===== src/rtl/bck_slot_scheduler_pkg.sv =====
// Shared status codes and slot-context state for the backward-extension pipeline.
// Scheduler, arbiter and pipeline stages all use the same encodings.
package smem_pkg;

   localparam logic [5:0] F_IDLE  = 6'h00;
   localparam logic [5:0] F_INI   = 6'h01;
   localparam logic [5:0] F_RUN   = 6'h02;
   localparam logic [5:0] F_END   = 6'h03;
   localparam logic [5:0] BCK_INI = 6'h04;
   localparam logic [5:0] BCK_RUN = 6'h05;
   localparam logic [5:0] BCK_END = 6'h06;
   localparam logic [5:0] BUBBLE  = 6'h30;
   localparam logic [5:0] DONE    = 6'h3f;

   typedef enum logic [1:0] {
      FREE     = 2'd0,
      INI_PEND = 2'd1,
      INFLIGHT = 2'd2,
      RUN_PEND = 2'd3
   } slot_state_t;

endpackage


===== src/rtl/bck_slot_scheduler_rr_arbiter.sv =====
// Combinational round-robin arbiter: the search starts one past ptr_i and wraps.
// Returns the one-hot grant, its index and whether anything was granted.
module rr_arbiter #(
   parameter int N = 8,
   localparam int IW = $clog2(N)
) (
   input  logic [N-1:0]  req_i,
   input  logic [IW-1:0] ptr_i,
   output logic [N-1:0]  gnt_o,
   output logic [IW-1:0] idx_o,
   output logic          valid_o
);

   logic [IW-1:0] cand;

   always_comb begin
      gnt_o   = '0;
      idx_o   = '0;
      valid_o = 1'b0;
      cand    = '0;
      // N is a power of two, so the index wraps through natural truncation
      for (int i = 0; i < N; i++) begin
         cand = ptr_i + IW'(i + 1);
         if (!valid_o && req_i[cand]) begin
            valid_o     = 1'b1;
            idx_o       = cand;
            gnt_o[cand] = 1'b1;
         end
      end
   end

endmodule


===== src/rtl/bck_slot_scheduler.sv =====
// Shares the backward-extension pipeline among NUM_SLOTS reads, issuing one status token
// per unstalled cycle and re-issuing each read when its token returns from the tail.
module bck_slot_scheduler
   import smem_pkg::*;
#(
   parameter int NUM_SLOTS = 8,
   parameter int RD_W      = 9,
   parameter int SZ_W      = 7,
   localparam int SLOT_W   = $clog2(NUM_SLOTS)
) (
   input  logic              clk_i,
   input  logic              rst_i,
   input  logic              stall_i,
   input  logic              req_valid_i,
   input  logic [RD_W-1:0]   req_read_num_i,
   input  logic [SZ_W-1:0]   req_forward_size_i,
   output logic              req_ready_o,
   input  logic              ret_valid_i,
   input  logic [SLOT_W-1:0] ret_slot_i,
   input  logic              ret_done_i,
   output logic [5:0]        issue_status_o,
   output logic [SLOT_W-1:0] issue_slot_o,
   output logic [RD_W-1:0]   issue_read_num_o,
   output logic [SZ_W-1:0]   issue_forward_size_o,
   output logic              done_valid_o,
   output logic [RD_W-1:0]   done_read_num_o,
   output logic              busy_o,
   output logic              err_o
);

   slot_state_t         state_q [NUM_SLOTS];
   logic [RD_W-1:0]     id_q    [NUM_SLOTS];
   logic [SZ_W-1:0]     size_q  [NUM_SLOTS];
   logic [SLOT_W-1:0]   ptr_q;
   logic [SLOT_W-1:0]   ptr_d;

   logic [5:0]          issue_status_q;
   logic [SLOT_W-1:0]   issue_slot_q;
   logic [RD_W-1:0]     issue_read_num_q;
   logic [SZ_W-1:0]     issue_forward_size_q;
   logic                done_valid_q;
   logic [RD_W-1:0]     done_read_num_q;
   logic                err_q;

   logic [NUM_SLOTS-1:0] free_vec;
   logic [NUM_SLOTS-1:0] elig_vec;
   logic [NUM_SLOTS-1:0] gnt_vec;
   logic [SLOT_W-1:0]    gnt_idx;
   logic                 gnt_valid;
   logic [SLOT_W-1:0]    free_idx;
   logic                 free_any;
   logic                 accept;
   logic                 ret_legal;
   logic                 grant_fire;

   always_comb begin
      free_vec = '0;
      elig_vec = '0;
      for (int i = 0; i < NUM_SLOTS; i++) begin
         free_vec[i] = (state_q[i] == FREE);
         elig_vec[i] = (state_q[i] == INI_PEND) || (state_q[i] == RUN_PEND);
      end
   end

   // Scanning downward leaves the lowest free index as the final assignment
   always_comb begin
      free_idx = '0;
      for (int i = NUM_SLOTS - 1; i >= 0; i--) begin
         if (free_vec[i]) free_idx = SLOT_W'(i);
      end
   end

   rr_arbiter #(.N(NUM_SLOTS)) u_arb (
      .req_i   (elig_vec),
      .ptr_i   (ptr_q),
      .gnt_o   (gnt_vec),
      .idx_o   (gnt_idx),
      .valid_o (gnt_valid)
   );

   assign free_any   = |free_vec;
   assign accept     = req_valid_i && free_any;
   assign ret_legal  = ret_valid_i && (state_q[ret_slot_i] == INFLIGHT);
   assign grant_fire = !stall_i && gnt_valid && (gnt_vec != '0);
   assign ptr_d      = grant_fire ? gnt_idx : ptr_q;

   // Accept targets a FREE slot, grant a pending one and a legal return an INFLIGHT one,
   // so the three slot updates below never touch the same slot in one cycle.
   always_ff @(posedge clk_i or posedge rst_i) begin
      if (rst_i) begin
         for (int i = 0; i < NUM_SLOTS; i++) begin
            state_q[i] <= FREE;
            id_q[i]    <= '0;
            size_q[i]  <= '0;
         end
         ptr_q                <= SLOT_W'(NUM_SLOTS - 1);
         issue_status_q       <= BUBBLE;
         issue_slot_q         <= '0;
         issue_read_num_q     <= '0;
         issue_forward_size_q <= '0;
         done_valid_q         <= 1'b0;
         done_read_num_q      <= '0;
         err_q                <= 1'b0;
      end else begin
         done_valid_q <= 1'b0;
         ptr_q        <= ptr_d;

         if (accept) begin
            state_q[free_idx] <= INI_PEND;
            id_q[free_idx]    <= req_read_num_i;
            size_q[free_idx]  <= req_forward_size_i;
         end

         if (ret_valid_i) begin
            if (ret_legal) begin
               if (ret_done_i) begin
                  state_q[ret_slot_i] <= FREE;
                  done_valid_q        <= 1'b1;
                  done_read_num_q     <= id_q[ret_slot_i];
               end else begin
                  state_q[ret_slot_i] <= RUN_PEND;
               end
            end else begin
               err_q <= 1'b1;
            end
         end

         if (!stall_i) begin
            if (grant_fire) begin
               state_q[gnt_idx]     <= INFLIGHT;
               issue_status_q       <= (state_q[gnt_idx] == INI_PEND) ? BCK_INI : BCK_RUN;
               issue_slot_q         <= gnt_idx;
               issue_read_num_q     <= id_q[gnt_idx];
               issue_forward_size_q <= size_q[gnt_idx];
            end else begin
               issue_status_q       <= BUBBLE;
               issue_slot_q         <= '0;
               issue_read_num_q     <= '0;
               issue_forward_size_q <= '0;
            end
         end
      end
   end

   assign req_ready_o          = free_any;
   assign busy_o               = !(&free_vec);
   assign issue_status_o       = issue_status_q;
   assign issue_slot_o         = issue_slot_q;
   assign issue_read_num_o     = issue_read_num_q;
   assign issue_forward_size_o = issue_forward_size_q;
   assign done_valid_o         = done_valid_q;
   assign done_read_num_o      = done_read_num_q;
   assign err_o                = err_q;

endmodule


===== config.mk =====
export PLATFORM = sky130hd
export DESIGN_NAME = bck_slot_scheduler
export DESIGN_NICKNAME = d
export VERILOG_FILES = /design/src/rtl/bck_slot_scheduler_pkg.sv /design/src/rtl/bck_slot_scheduler_rr_arbiter.sv /design/src/rtl/bck_slot_scheduler.sv
export SDC_FILE = /design/constraint.sdc
export NUM_CORES = 1
export LEC_CHECK = 0
export ABC_AREA = 1
export CAP_MARGIN = 20
export CORE_MARGIN = 2
export CORE_UTILIZATION = 50
export CTS_CLUSTER_SIZE = 30
export DETAILED_ROUTE_END_ITERATION = 16
export GPL_TIMING_DRIVEN = 0
export PLACE_DENSITY = 0.69
export SKIP_CTS_REPAIR_TIMING = 1
export SLEW_MARGIN = 30
export SYNTH_ARGS = -nofsm -noshare
export SYNTH_HDL_FRONTEND = slang
export SYNTH_HIERARCHICAL = 1
export SYNTH_SLANG_ARGS = --single-unit

===== constraint.sdc =====
create_clock -name clk_i -period 8.73 [get_ports clk_i]
set_input_delay 0.873 -clock clk_i [delete_from_list [all_inputs] [get_ports clk_i]]
set_output_delay 0.873 -clock clk_i [all_outputs]
set_load 0.01 [all_outputs]

# == Word level (Yosys, flattened, before mapping) ==
# Index checks and enable logic that the tools add are counted.
# word_totals
register_bits,183
latch_bits,0
ramBits,0
rom_bits,0
inputBits,25
out_inout_bits,38
wordCells,256
memories,0
# op_classes
n_addsub,7
multipliers,0
div_mod_pow,0
magnitude_cmp,22
eq_ne,18
shifts,0
muxes,105
bitwise,20
reduce_logical,52
# op_table
operator,n
$mux 16,6
$bwmux 72,1
$or 8x8->8,9
$mux 8,8
$bwmux 56,1
$bmux 9 s3,2
$mux 9,6
$mux 3,17
$lt 3x4->1 const B,8
$mux 1,28
$mux 7,4
$demux 9 s3,1
$bmux 1 s3,8
$demux 1 s3,8
$ge 3x1->1 const B,8
$logic_and 1x1->1,22
$bmux 7 s3,1
$demux 7 s3,1
$demux 2 s3,3
$eq 2x1->1 const B,9
$eq 2x2->1 const B,9
$and 16x16->16,1
$and 8x8->8,2
$logic_not 2->1,8
20 further kinds,53

# == Longest topological paths before layout ==
# depth
word_depth,35
ltp_mapped,28

# == Cells and area by module ==
# The synthesis kept the hierarchy.
# modules_own_cells
module,instances,cells_per_inst,area_per_inst_um2
bck_slot_scheduler,1,1102,8972.4
rr_arbiter,1,307,1570.3

# == Least setup slack after synthesis ==
# Ideal clock, no wire load.
# synth_timing
kind,flip-flop to flip-flop
from,reg ptr_q[0]
to,"reg issue_status_q[0], in the netlist issue_status_o[0]"
arrival_time_ns,3.540
required_ns,8.613
path_slack_ns,5.074
path_stages_with_launch,27
n_path_buf,8
cell_sequence,dfstp_2 -> buf_6 -> inv_4 -> buf_6 -> clkbuf_1 -> ha_1 -> buf_2 -> inv_2 -> buf_4 -> nand3_1 -> nand2_1 -> nand2_1 -> nand2_2 -> nand4_4 -> nor2_4 -> buf_6 -> nand4_1 -> nand3_1 -> buf_2 -> clkinv_1 -> buf_2 -> o211ai_1 -> o21ai_0 -> a21oi_1 -> nand4_1 -> nand2_1 -> nand2_1
# synth_via
elab_chain_len,32
elab_cells_between_ends,118
# synth_lines
element,line,rtl
from (decl),bck_slot_scheduler.sv:34,logic [SLOT_W-1:0] ptr_q;
from (signal assigned),bck_slot_scheduler.sv:96,ptr_q <= SLOT_W'(NUM_SLOTS - 1);
from (signal assigned),bck_slot_scheduler.sv:106,ptr_q <= ptr_d;
$add 3x1->3,bck_slot_scheduler_rr_arbiter.sv:23,cand = ptr_i + IW'(i + 1);
$bmux 1 s3,bck_slot_scheduler_rr_arbiter.sv:24,if (!valid_o && req_i[cand]) begin
$mux 1 (implied by the code),bck_slot_scheduler_rr_arbiter.sv:24,
$mux 1,bck_slot_scheduler_rr_arbiter.sv:24,
$logic_not 1->1,bck_slot_scheduler_rr_arbiter.sv:24,
$logic_and 1x1->1,bck_slot_scheduler_rr_arbiter.sv:24,
$mux 1,bck_slot_scheduler_rr_arbiter.sv:24,
$logic_not 1->1,bck_slot_scheduler_rr_arbiter.sv:24,
[... 16 more ...],n/a,
$mux 3 (*),bck_slot_scheduler_rr_arbiter.sv:24,
net gnt_idx[0],bck_slot_scheduler.sv:48,logic [SLOT_W-1:0] gnt_idx;
$not 3->4 (implied by the code) (*),bck_slot_scheduler.sv:131,issue_status_q <= (state_q[gnt_idx] == INI_PEND) ? BCK_INI : BCK_RUN;
$bmux 2 s3 (*),bck_slot_scheduler.sv:131,
$mux 2 (implied by the code) (*) (2 in a row),bck_slot_scheduler.sv:131,
$eq 2x1->1 (*),bck_slot_scheduler.sv:131,
$mux 1 (*),bck_slot_scheduler.sv:131,
$mux 6 (*),bck_slot_scheduler.sv:129,if (grant_fire) begin
to (signal assigned),bck_slot_scheduler.sv:131,
to (decl),bck_slot_scheduler.sv:37,logic [5:0] issue_status_q;
# The timed path passes the listed nets; every way through them passes the cells marked *. The select of a mux whose other input is x is not followed.
# A chain may end at the register's enable or synchronous reset.

# == Worst setup path in the final report ==
# layout_timing
from,reg ptr_q[0]
to,reg state_q[6] (netlist name)
# layout_via
elab_chain_len,34
elab_cells_between_ends,121
# layout_lines
element,line,rtl
$add 3x1->3,bck_slot_scheduler_rr_arbiter.sv:23,
$bmux 1 s3,bck_slot_scheduler_rr_arbiter.sv:24,
$mux 1 (implied by the code),bck_slot_scheduler_rr_arbiter.sv:24,
$mux 1,bck_slot_scheduler_rr_arbiter.sv:24,
$logic_not 1->1,bck_slot_scheduler_rr_arbiter.sv:24,
$logic_and 1x1->1,bck_slot_scheduler_rr_arbiter.sv:24,
$mux 1,bck_slot_scheduler_rr_arbiter.sv:24,
$logic_not 1->1,bck_slot_scheduler_rr_arbiter.sv:24,
[... 17 more ...],n/a,
net gnt_idx[1],bck_slot_scheduler.sv:48,
[... 1 more ...],n/a,
$ge 4x4->1 (implied by the code) / $lt 4x1->1 (equally long branches),bck_slot_scheduler.sv:130,state_q[gnt_idx] <= INFLIGHT;
$logic_and 1x1->1 (implied by the code),bck_slot_scheduler.sv:130,
$mux 2 (implied by the code),bck_slot_scheduler.sv:130,
$demux 2 s3 (*),bck_slot_scheduler.sv:130,
$not 8->8 (no source line) (*),n/a,
$and 8x8->8 (no source line) (*),n/a,
$mux 16 (*),bck_slot_scheduler.sv:129,
$mux 16 (*),bck_slot_scheduler.sv:128,if (!stall_i) begin
"to (signal, indexed assignment)",bck_slot_scheduler.sv:117,state_q[ret_slot_i] <= FREE;
"to (signal, indexed assignment)",bck_slot_scheduler.sv:121,state_q[ret_slot_i] <= RUN_PEND;
"to (signal, indexed assignment)",bck_slot_scheduler.sv:130,
to (decl),bck_slot_scheduler.sv:31,slot_state_t state_q [NUM_SLOTS];
# Marked as above.

==> key figures <==
Global routing
  – Global-route wire length before repair: 54.8 mm
  – Pin count of the biggest net entering global routing: 92
  – Vias in the first global route: 9567
  – Global route overflow: 0
  – Overall Global Routing Usage: 0.327
  – Initial antenna violation count: 0

Place
  – HPWL Detailed: 24.1 mm
  – Final RePlAce weighted congestion: 0.965
  – Port Buffers: 58

Drt
  – TritonRoute pass-1 iters: 8
  – WL final: 35.3 mm
  – Number of remaining DRC errors: 0
  – Routed Antenna Nets: 0
  – DR iter-0 viols: 1144
  – Via count: 10400
  – Vias per cell: 5.84
  – Post-DR wirelength/cell: 19.9 um

Synthesis
  – Yosys warning total: 6
  – Top_reg_cell synth: dfrtp_1
  – Synthesized area per cell: 7.48 sq um
  – Sequential element share of the synthesized area: 0.428
  – Syn Std Cell Area: 10500 sq um
  – Unique masters post-synth: 46
  – Gate Count Post-Synth: 1409
  – Synthesized flop and latch total: 180
  – Share of async-settable or async-resettable flops after synthesis: 1.00
  – Post-synth EDFFs: 0

STA
  – Fin Hold WS: 0.476 ns
  – Setup-failing EPs final: 0
  – Worst clock skew: 0.00948 ns
  – Hold Vio Cnt, Final: 0
  – Slew HR: 0.385
  – Fmax: 199 MHz
  – Max Slew Vio Count: 0
  – RSZ-0062 raised after global routing: false
  – Crit path time final: 5.02 ns
  – Setup TNS: 0 ns
  – Fraction of the cycle the final worst path needs: 0.576
  – Worst-margin pin slew: 0.923 ns

Layout
  – Area delta synth->final: 14.2%
  – Fillers: 2043
  – Area of the multi-input gates: 5010 sq um
  – Register Area: 4510 sq um
  – Share of layout cells above drive strength 1: 0.123
  – Ant. Diodes: 0
  – Nets@finish: 1519

Floorplanning
  – Die Y: 149 um
  – Row cnt: 53
  – Core area: 20900 sq um
  – Die ar.: 22300 sq um
  – Die width: 149 um
  – Ports: 63
  – Initial core utilization: 0.505

Worst setup path
  – Setup crit start kind: flop
  – Worst Setup Path Type: flop to flop
  – Required time of the critical path: 9.08 ns
  – Critical path peak fanout: 10
  – Crit path arrival time: 5.37 ns
  – Worst Setup End Kind: flop

Status
  – Status: completed

Clocking
  – Clk buf depth: 2
  – CTS Buf Count: 17
  – CTS tree: built
  – Clock Tree Root: clkbuf_16
  – Clock slew seen by the registers of the worst setup and hold paths: 0.07 ns
  – H-Tree Depth: 4
  – Worst skew pair latency: 0.45 ns
  – Clock tree sinks: 180

Run
  – MaxCap Viol Count: 0

Min path
  – Hold WC Path Type: flop to flop
==> layer usage <==
layer / up-vias / wire, um / track usage / share of wire
li1: 4805 / - / - / -
met1: 4919 / 14600 / 0.447 / 0.41
met2: 550 / 16100 / 0.510 / 0.46
met3: 92 / 3270 / 0.0657 / 0.092
met4: 0 / 1370 / 0.136 / 0.039
met5: - / 0 / 0 / 0
==> cells in the final DEF, fill, tap and decap left out, types with 11 or more instances in the layout <==
cell             instances
o31ai_1                 15
o21ai_1                 69
clkdlybuf4s50_1         58
a22oi_1                 11
nand2_1                455
clkbuf_16               17
o21ai_0                 62
inv_2                   11
nand2_2                 16
buf_6                   20
nand3_1                150
nor2_1                  61
inv_1                  105
o22ai_1                 18
o21ai_2                 25
clkbuf_1                28
nand4_1                 25
dfrtp_1                176
a21oi_1                 13
buf_2                   31
nor3_1                  29
==> layout make-up <==
type,instances,area share
sequential,180,0.374
buffer,85,0.0444
timing repair buffer,59,0.0505
clock buffer,21,0.0382
multi-input combinational,1019,0.416
clock inverter,10,0.00644
inverter,126,0.0412
tap,275,0.0286
==> worst max-delay path, stage by stage (launching register included) <==
cell and delay [ns]:
dfstp_2 0.56, buf_6 0.13, inv_4 0.05, buf_6 0.14, clkbuf_1 0.24, ha_1 0.35, buf_2 0.17, inv_2 0.09
buf_4 0.18, nand3_1 0.12, nand2_1 0.10, nor2_1 0.06, a31oi_2 0.25, clkinv_1 0.31, nand3_1 0.17, nand3_1 0.24
nor2_1 0.54, clkbuf_1 0.59, nand4_1 0.32, nand2_1 0.16, inv_1 0.05, nand2_1 0.06, inv_1 0.03
==> cell usage after synthesis, drive strengths merged (4+ instances only) <==
cell,count,area (sq um)
nor4,4,25.0
clkbuf,26,97.6
a22oi,11,82.6
o2111ai,5,43.8
dfrtp,176,4400
a21oi,13,65.1
nor2,73,338
nor3,29,145
o211ai,10,75.1
clkinv,5,20.0
nand3,162,886
o31ai,15,113
inv,121,469
nand2,479,1910
o21ai,156,875
ha,6,75.1
o22ai,18,113
dfstp,4,105
nand4,26,178
buf,59,437
==> final timing paths <==
path | from | to | slack [ns] | depth (start not counted)
setup / recovery | ptr_q[0]$_DFFE_PP1P_ | state_q[6]$_DFF_PP0_ | 3.71 | 22
hold reg to reg | done_read_num_o[0]$_DFFE_PP0P_ | done_read_num_o[0]$_DFFE_PP0P_ | 0.48 | 2
setup reg to reg | ptr_q[0]$_DFFE_PP1P_ | state_q[6]$_DFF_PP0_ | 3.71 | 22
max in group asynchronous | rst_i | id_q[4]$_DFFE_PP0P_ | 6.92 | 3
hold / removal | done_read_num_o[0]$_DFFE_PP0P_ | done_read_num_o[0]$_DFFE_PP0P_ | 0.48 | 2
min in group asynchronous | rst_i | size_q[9]$_DFFE_PP0P_ | 0.92 | 2
==> through the flow <==
step | utilization | area, sq um | setup slack (ns) | std cells
after floorplan | - | 10500 | 2.98 | 1410
after global placement | 0.549 | 11500 | 0.522 | 1743
after detailed placement | 0.551 | 11500 | 3.92 | 1744
after CTS | 0.577 | 12000 | 3.89 | 1775
after global routing | 0.577 | 12000 | 3.53 | 1775
final | 0.577 | 12000 | 3.71 | 1775
==> registers in the layout, summed over array words and instances, names as in the netlist <==
register,cells
ptr_q,3
id_q,72
issue_slot_o,3
size_q,56
issue_read_num_o,9
issue_forward_size_o,7
done_valid_o,1
done_read_num_o,9
err_o,1
state_q,16
issue_status_o,3
==> logic make-up (layout without fill, tap and decap cells) <==
family / count (synthesis) / in the layout / share of synthesized area
and+or+nand+nor: 775 / 775 / 0.331
AOI/OAI and AO/OA: 236 / 236 / 0.136
buffers and inverters: 211 / 301 / 0.0971
DFF: 180 / 180 / 0.428
adders and majority gates: 6 / 6 / 0.00712
other: 1 / 2 / 0.000356
Power is not shown: default switching activity piles up to over one toggle a cycle in this logic, so the estimate is an artifact.
